<file path="src/rtl/serial_logic_unit_if.sv">
// Handshake/operand bundle for serial_logic_unit.
//   start  : request, sampled only while the unit is idle
//   funct  : MIPS R-type funct code (AND/OR/XOR/NOR)
//   a, b   : WIDTH-bit operands, captured with start
//   busy   : high while slices are being evaluated
//   done   : one-cycle completion pulse
//   err    : unsupported funct flag, held until the next accepted start
//   result : result register
// master drives the request side; slave is the execution unit.
interface serial_logic_unit_if #(
   parameter int WIDTH = 32
);
   logic             start;
   logic [5:0]       funct;
   logic [WIDTH-1:0] a;
   logic [WIDTH-1:0] b;
   logic             busy;
   logic             done;
   logic             err;
   logic [WIDTH-1:0] result;

   modport master (output start, funct, a, b,
                   input  busy, done, err, result);
   modport slave  (input  start, funct, a, b,
                   output busy, done, err, result);
endinterface

</file>
<file path="src/rtl/serial_logic_unit.sv">
// Bit-serial logic unit: evaluates AND/OR/XOR/NOR on two WIDTH-bit operands,
// STEP bits per clock, LSB slice first.
//   clk : rising-edge clock
//   rst : synchronous, active-high reset
//   bus : serial_logic_unit_if.slave (start/funct/a/b in, busy/done/err/result out)
// STEP must divide WIDTH; one operation takes N = WIDTH/STEP RUN cycles plus
// one DONE cycle.
module serial_logic_unit #(
   parameter int WIDTH = 32,
   parameter int STEP  = 1
) (
   input  logic                 clk,
   input  logic                 rst,
   serial_logic_unit_if.slave   bus
);

   localparam int N  = WIDTH / STEP;
   localparam int CW = (N > 1) ? $clog2(N) : 1;
   localparam logic [CW-1:0] LAST = CW'(N - 1);

   typedef enum logic [1:0] {
      IDLE,
      RUN,
      DONE
   } state_t;

   state_t           state;
   state_t           state_nxt;
   logic [CW-1:0]    cnt;
   logic [WIDTH-1:0] a_sh;
   logic [WIDTH-1:0] b_sh;
   logic [1:0]       op_sel;
   logic [WIDTH-1:0] result_q;
   logic             err_q;

   logic             supported;
   logic [STEP-1:0]  slice;
   logic [WIDTH-1:0] slice_ext;
   logic [31:0]      shamt;

   // 6'h24..6'h27 share the upper four bits; the low two select the op.
   assign supported = (bus.funct[5:2] == 4'b1001);

   // Operands are shifted right each RUN cycle, so the current slice always
   // sits at the bottom; only the result needs positional placement.
   always_comb begin
      slice = '0;
      case (op_sel)
         2'b00: slice = a_sh[STEP-1:0] & b_sh[STEP-1:0];
         2'b01: slice = a_sh[STEP-1:0] | b_sh[STEP-1:0];
         2'b10: slice = a_sh[STEP-1:0] ^ b_sh[STEP-1:0];
         2'b11: slice = ~(a_sh[STEP-1:0] | b_sh[STEP-1:0]);
         default: slice = '0;
      endcase
      slice_ext            = '0;
      slice_ext[STEP-1:0]  = slice;
      shamt                = 32'(cnt) * STEP;
   end

   always_comb begin
      state_nxt = state;
      case (state)
         IDLE: if (bus.start) state_nxt = supported ? RUN : DONE;
         RUN:  if (cnt == LAST) state_nxt = DONE;
         DONE: state_nxt = IDLE;
         default: state_nxt = IDLE;
      endcase
   end

   always_ff @(posedge clk) begin
      if (rst) begin
         state <= IDLE;
      end else begin
         state <= state_nxt;
      end
   end

   always_ff @(posedge clk) begin
      if (rst) begin
         cnt      <= '0;
         a_sh     <= '0;
         b_sh     <= '0;
         op_sel   <= '0;
         result_q <= '0;
         err_q    <= 1'b0;
      end else begin
         case (state)
            IDLE: begin
               if (bus.start) begin
                  result_q <= '0;
                  cnt      <= '0;
                  if (supported) begin
                     a_sh   <= bus.a;
                     b_sh   <= bus.b;
                     op_sel <= bus.funct[1:0];
                     err_q  <= 1'b0;
                  end else begin
                     err_q  <= 1'b1;
                  end
               end
            end
            RUN: begin
               // Unwritten slices are still zero, so OR-ing places the slice.
               result_q <= result_q | (slice_ext << shamt);
               a_sh     <= a_sh >> STEP;
               b_sh     <= b_sh >> STEP;
               if (cnt != LAST) cnt <= cnt + 1'b1;
            end
            default: ;
         endcase
      end
   end

   assign bus.busy   = (state == RUN);
   assign bus.done   = (state == DONE);
   assign bus.err    = err_q;
   assign bus.result = result_q;

endmodule

</file>
<file path="src/flat_wrapper.sv">
// flat-port wrapper written by rule: the top's interface ports become plain ports
module serial_logic_unit_flat 
#(
   parameter int WIDTH = 32,
   parameter int STEP  = 1
)
  (clk, rst, bus_start, bus_funct, bus_a, bus_b, bus_busy, bus_done, bus_err, bus_result);
  serial_logic_unit_if #(.WIDTH(WIDTH)) bus_i ();
  input  logic clk;
  input  logic rst;
  input wire logic [$bits(bus_i.start)-1:0] bus_start;
  input wire logic [$bits(bus_i.funct)-1:0] bus_funct;
  input wire logic [$bits(bus_i.a)-1:0] bus_a;
  input wire logic [$bits(bus_i.b)-1:0] bus_b;
  output wire logic [$bits(bus_i.busy)-1:0] bus_busy;
  output wire logic [$bits(bus_i.done)-1:0] bus_done;
  output wire logic [$bits(bus_i.err)-1:0] bus_err;
  output wire logic [$bits(bus_i.result)-1:0] bus_result;
  assign bus_i.start = bus_start;
  assign bus_i.funct = bus_funct;
  assign bus_i.a = bus_a;
  assign bus_i.b = bus_b;
  assign bus_busy = bus_i.busy;
  assign bus_done = bus_i.done;
  assign bus_err = bus_i.err;
  assign bus_result = bus_i.result;
  serial_logic_unit #(.WIDTH(WIDTH), .STEP(STEP)) u_core (.clk(clk), .rst(rst), .bus(bus_i));
endmodule
</file>
<file path="config.mk">
export PLATFORM = sky130hd
export DESIGN_NAME = serial_logic_unit_flat
export DESIGN_NICKNAME = d
export VERILOG_FILES = /design/src/rtl/serial_logic_unit_if.sv /design/src/rtl/serial_logic_unit.sv /design/src/flat_wrapper.sv
export SDC_FILE = /design/constraint.sdc
export NUM_CORES = 1
export LEC_CHECK = 0
export ABC_AREA = 1
export CORE_AREA = 2 2 131 133
export DETAILED_ROUTE_END_ITERATION = 12
export DIE_AREA = 0 0 133 135
export GPL_TIMING_DRIVEN = 0
export SLEW_MARGIN = 20
export SYNTH_ARGS = -nofsm -noshare
export SYNTH_HDL_FRONTEND = slang
export SYNTH_SLANG_ARGS = --single-unit
</file>
<file path="constraint.sdc">
create_clock -name clk -period 1.85 [get_ports clk]
set_input_delay 0.2775 -clock clk [delete_from_list [all_inputs] [get_ports clk]]
set_output_delay 0.2775 -clock clk [all_outputs]
set_load 0.01 [all_outputs]
</file>
* Word-level counts from Yosys, hierarchy flattened
Cells that the tools add are included.
** Cells by class
- Add/subtract/negate cells :: 1
- Equal/unequal tests :: 12
- Shift operators :: 1
- Mux-type cells :: 17
- Bitwise logic cells :: 5
- Reduce and logical (&&, ||, !) cells :: 9
** Operators with widths (count)
- 32-bit case mux with 2 select lines :: 3
- 32-bit 2-to-1 mux :: 5
- 32-bit bitwise OR :: 1
- 1-bit by 5-bit << shifter with 32-bit output :: 1
- 5-bit 2-to-1 mux :: 2
- 5-bit case mux with 2 select lines :: 1
- 3-bit AND reduction :: 3
- 2-bit == test (second input constant) :: 3
- 2-bit 2-to-1 mux :: 3
- 2-bit by 1-bit inequality test with 1-bit output (second input constant) :: 3
- 2-bit AND reduction :: 3
- 5-bit by 1-bit adder with 5-bit output (second input constant) :: 1
- 5-bit == test (second input constant) :: 1
- 5-bit inequality test (second input constant) :: 1
- 2-bit by 1-bit == test with 1-bit output (second input constant) :: 2
- 4-bit == test (second input constant) :: 1
- 2-bit zero test :: 2
- 1-bit case mux with 4 select lines :: 1
- 2-bit case mux with 2 select lines :: 1
- 2-bit inequality test (second input constant) :: 1
- 2-bit nonzero test :: 1
- 1-bit AND :: 1
- 1-bit 2-to-1 mux :: 1
- 1-bit NOT :: 1
- other kinds (2) :: 2
** Word-level totals
- Flip-flop bits (word level) :: 106
- Input port bits :: 73
- Output and inout port bits :: 35
- Word-level logic and storage cells :: 52

* Longest topological paths before layout
- Depth after elaboration :: 6
- Mapped depth :: 11

* Worst setup path before layout
Ideal clock, no wire load.
- Path type :: flip-flop to flip-flop
- From :: reg u_core.cnt[2]
- To :: reg u_core.cnt[3]
- Setup time :: 0.113 ns
- Arrival time :: 1.452 ns
- Data required time :: 1.737 ns
- Path slack :: 0.286 ns
- Stages on the path, launching flop included :: 11
- Period minus slack after synthesis :: 1.564 ns
- Cells stage by stage :: dfxtp_1 > inv_1 > clkbuf_1 > nor3_1 > ha_1 > nor2_1 > nor2_1 > inv_1 > nand2_1 > nor2_1 > nor2_1
** On the way
- Longest elaborated chain between the ends :: 3
** RTL lines
- from (decl) :: line serial_logic_unit.sv:29 : logic [CW-1:0] cnt;
- from (signal assigned) :: line serial_logic_unit.sv:107 : if (cnt != LAST) cnt <= cnt + 1'b1;
- 5-bit by 1-bit adder with 5-bit output or 5-bit inequality test (tied branches) :: line serial_logic_unit.sv:107
- 5-bit 2-to-1 mux or 2-bit by 1-bit inequality test with 1-bit output (tied branches)
- 5-bit case mux with 2 select lines or 3-bit AND reduction (tied branches)
Parallel ways exist; a longest one is shown, timed or not. The select of a mux whose other input is x is not followed.
A chain may end at the register's enable or synchronous reset.

* Final worst setup path
- From :: reg u_core.state[1]
- To :: out bus_done
** On the way
- Longest elaborated chain between the ends :: 1
** RTL lines
- from (decl) :: line serial_logic_unit.sv:27 : state_t state;
- from (signal assigned) :: line serial_logic_unit.sv:74 : state <= state_nxt;
- 2-bit == test :: line serial_logic_unit.sv:115 : assign bus.done = (state == DONE);
- to (decl) :: line flat_wrapper.sv:16 : output wire logic [$bits(bus_i.done)-1:0] bus_done;
Every way passes these cells.

==> impl_metrics.tcl <==
set metrics [dict create \
    outcome "complete, no violations" \
    hold_viol_final 0 \
    filler_cell_count 1762 \
    via_per_inst 4.27 \
    vdd_ir_drop_max_v 0.000436 \
    dpl.hpwl_mm 9.02 \
    cp-start-kind "flop" \
    syn_area_per_cell_um2 6.34 \
    grt_first_pass_wirelength_mm 20.5 \
    dpl_cell_area_mm2 0.00621 \
    netlist_instances 768 \
    layout-drive-gt1-share 0.0562 \
    synth_top_area_share 0.436 \
    clockBufferDepth 2 \
    tightest_slew_ns 0.498 \
    cts_root_buffer "clkbuf_16" \
    clock_sinks 106 \
    clk_pin_slew_ns 0.08 \
    synth.area.top_cells "dfxtp_1 44%, nand2_1 21%, nor2_1 11%" \
    slew_violations 0 \
    start_util 0.297 \
    grt-ovfl-total 0 \
    hold_path.class "input port to flop" \
    area_delta_synth_final_pct 33.9 \
    htree_levels 3 \
    gp_congestion 0.805 \
    rr_startpoint "u_core.cnt[1]$_SDFFE_PP0P_" \
    rows 47 \
    ys_seq_area_frac 0.436 \
    max_freq_mhz 581 \
    grt.total_usage 0.141 \
    cts_setup_buffers 0 \
    relSlewSlack 0.666 \
    required_ns 1.57 \
    cts_made_buffers 9 \
    tns_ns 0 \
    drt_iter0_drc 260 \
    antenna_found_initial 0 \
    drt_first_pass_iters 5 \
    synth_seq_cells 106 \
    fin_area_mm2 0.00652 \
    grt_max_degree 20 \
    period_share 0.931 \
    clock_latency_ns 0.36 \
    chipWidth_um 133 \
    p_leak_nw 3.19 \
    die_y_um 135 \
    syn-num-nets 845 \
    io_buffers 106 \
    hold_start "rst" \
    yosysWarnings 0 \
    holdBufCountCts 0 \
    crit_path_max_incr_delay_ns 0.62 \
    synth_top_cell_by_area "dfxtp_1" \
    remaining_drc_errors 0 \
    routed_wl_mm 12.5 \
    path_buf_inv 2 \
    maxCapViolCount 0 \
    setup_viol 0 \
    ios 108 \
    worst_setup_path_end_kind "primary output" \
    cp_max_fo 2 \
    synthesis.area_mm2 0.00487 \
    core_mm2 0.0164 \
    fin_worst_skew_ns 0.00799 \
    powerDensity_mw_per_mm2 772 \
    crit_path_start "u_core.state[1]$_SDFFE_PP0P_" \
    num_vias 4735 \
    wl_per_cell_um 11.3 \
    rsz0062_at_grt "true" \
    diodes 0 \
    worst-setup-path-type "flop to primary output" \
    cp.arrival_ns 1.44 \
    cts_tree "yes" \
    path_delay_family "buffers and inverters" \
    cpMaxStageDelayCell "clkdlybuf4s50_1" \
    grt_pass1_vias 4227 \
    period_minus_slack_ns 1.72 \
    fin_nets 961 \
    ant_nets 0 \
    synth.distinct_cells 19 \
    power_mw 5.04 \
    die-area_mm2 0.0180 \
    cp_cell_sequence "inv_2 -> nor2_1 -> clkdlybuf4s50_1" \
]
==> cell type report <==
cell class	count	area [um2]	share of cell area
Clock buffer	10	239	0.0366
Multi-Input combinational cell	541	2280	0.350
Inverter	76	285	0.0437
Timing Repair Buffer	106	1060	0.162
Buffer	44	201	0.0309
Clock inverter	6	56.3	0.00863
Sequential cell	106	2120	0.325
Tap cell	220	275	0.0422
==> power breakdown <==
| group | switching, mW | total (mW) | leakage (nW) | internal (mW) |
|---|---|---|---|---|
| clock | 0.947 | 1.93 | 0.144 | 0.983 |
| combinational | 0.382 | 0.685 | 2.18 | 0.303 |
| sequential | 0.0322 | 2.42 | 0.862 | 2.39 |
| total | 1.36 | 5.04 | 3.19 | 3.68 |
==> registers in the layout, indices dropped and copies added (netlist names) <==
signal,count
u_core.a_sh,32
u_core.b_sh,32
u_core.bus.result,32
u_core.cnt,5
u_core.op_sel,2
u_core.state,2
u_core.bus.err,1
==> worst paths after layout <==
path / to / slack, ns / cells after the start
worst max-delay path: bus_done / 0.13 / 3
worst min-delay path: u_core.a_sh[31]$_SDFFE_PP0P_ / 0.21 / 2
worst max register to register: u_core.cnt[3]$_SDFFE_PP0P_ / 0.14 / 11
worst min register to register: u_core.bus.result[10]$_SDFFE_PP0P_ / 0.45 / 2
==> Yosys cell counts <==
library cell,instances
nor3_1,3
inv_1,72
nor2_1,148
nand2_1,269
buf_2,19
o21ai_0,68
dfxtp_1,106
clkbuf_1,24
a211oi_1,1
nand4_1,18
nor3_2,2
clkinv_1,1
a21oi_1,5
ha_1,4
and3_1,1
nand3_1,21
o21ai_4,1
inv_2,3
buf_4,2
==> worst register-to-register path: cells and delay by family (launching register included) <==
| kind | cells | cell delay [ns] |
|---|---|---|
| simple gates | 7 | 0.68 |
| fa+ha+maj | 2 | 0.42 |
| buf+inv | 2 | 0.18 |
| flops | 1 | 0.36 |
==> cells by family (layout without fill, tap and decap cells) <==
group / count (synthesis) / count (layout) / share of synthesized area
buffers and inverters: 121 / 242 / 0.0997
adders and majority gates: 4 / 4 / 0.0103
and+or+nand+nor: 462 / 462 / 0.375
AOI/OAI and AO/OA: 75 / 75 / 0.0799
DFF: 106 / 106 / 0.436
==> cell usage in the layout (no fill, tap or decap) <==
cell type / Yosys / layout
dlygate4sd2_1: 0 / 1
nand4_1: 18 / 18
a211oi_1: 1 / 1
inv_2: 3 / 3
buf_2: 19 / 18
clkbuf_4: 0 / 1
clkbuf_8: 0 / 1
nor3_2: 2 / 2
buf_4: 2 / 2
nand2_1: 269 / 269
nor2_2: 0 / 2
ha_1: 4 / 4
nand3_1: 21 / 21
o21ai_4: 1 / 1
clkdlybuf4s50_1: 0 / 105
clkbuf_2: 0 / 2
inv_1: 72 / 72
o21ai_0: 68 / 68
dfxtp_2: 0 / 1
nor3_1: 3 / 3
dfxtp_1: 106 / 105
and3_1: 1 / 1
clkinv_1: 1 / 1
nor2_1: 148 / 144
inv_8: 0 / 2
a21oi_1: 5 / 5
inv_6: 0 / 2
clkbuf_16: 0 / 9
clkinv_4: 0 / 1
clkbuf_1: 24 / 21
clkinvlp_4: 0 / 1
nor2_4: 0 / 2
==> metrics by stage <==
step / instances / hold slack [ns] / setup slack [ns] / utilization
after floorplan: 768 / 0.420 / 0.286 / -
after global placement: 1094 / 0.441 / -0.160 / 0.378
after detailed placement: 1094 / 0.439 / -0.175 / 0.378
after CTS: 1109 / 0.213 / 0.0142 / 0.396
after global routing: 1109 / 0.229 / -0.0106 / 0.398
final: 1109 / 0.211 / 0.128 / 0.398
==> routing by layer <==
metal	up-vias	track usage	wire (um)
met5	-	0	0
met4	0	0.0436	142
met3	9	0.0360	669
met2	97	0.218	5410
met1	2047	0.193	6290
li1	2582	-	-
==> what timing repair did <==
action | in CTS | in global routing
endpoints found under the setup margin | 5 | 25
hold endpoints to repair | 0 | 0
cloned | 0 | 0
gates resized for setup | 1 | 12
(Power assumes the default switching activity.)
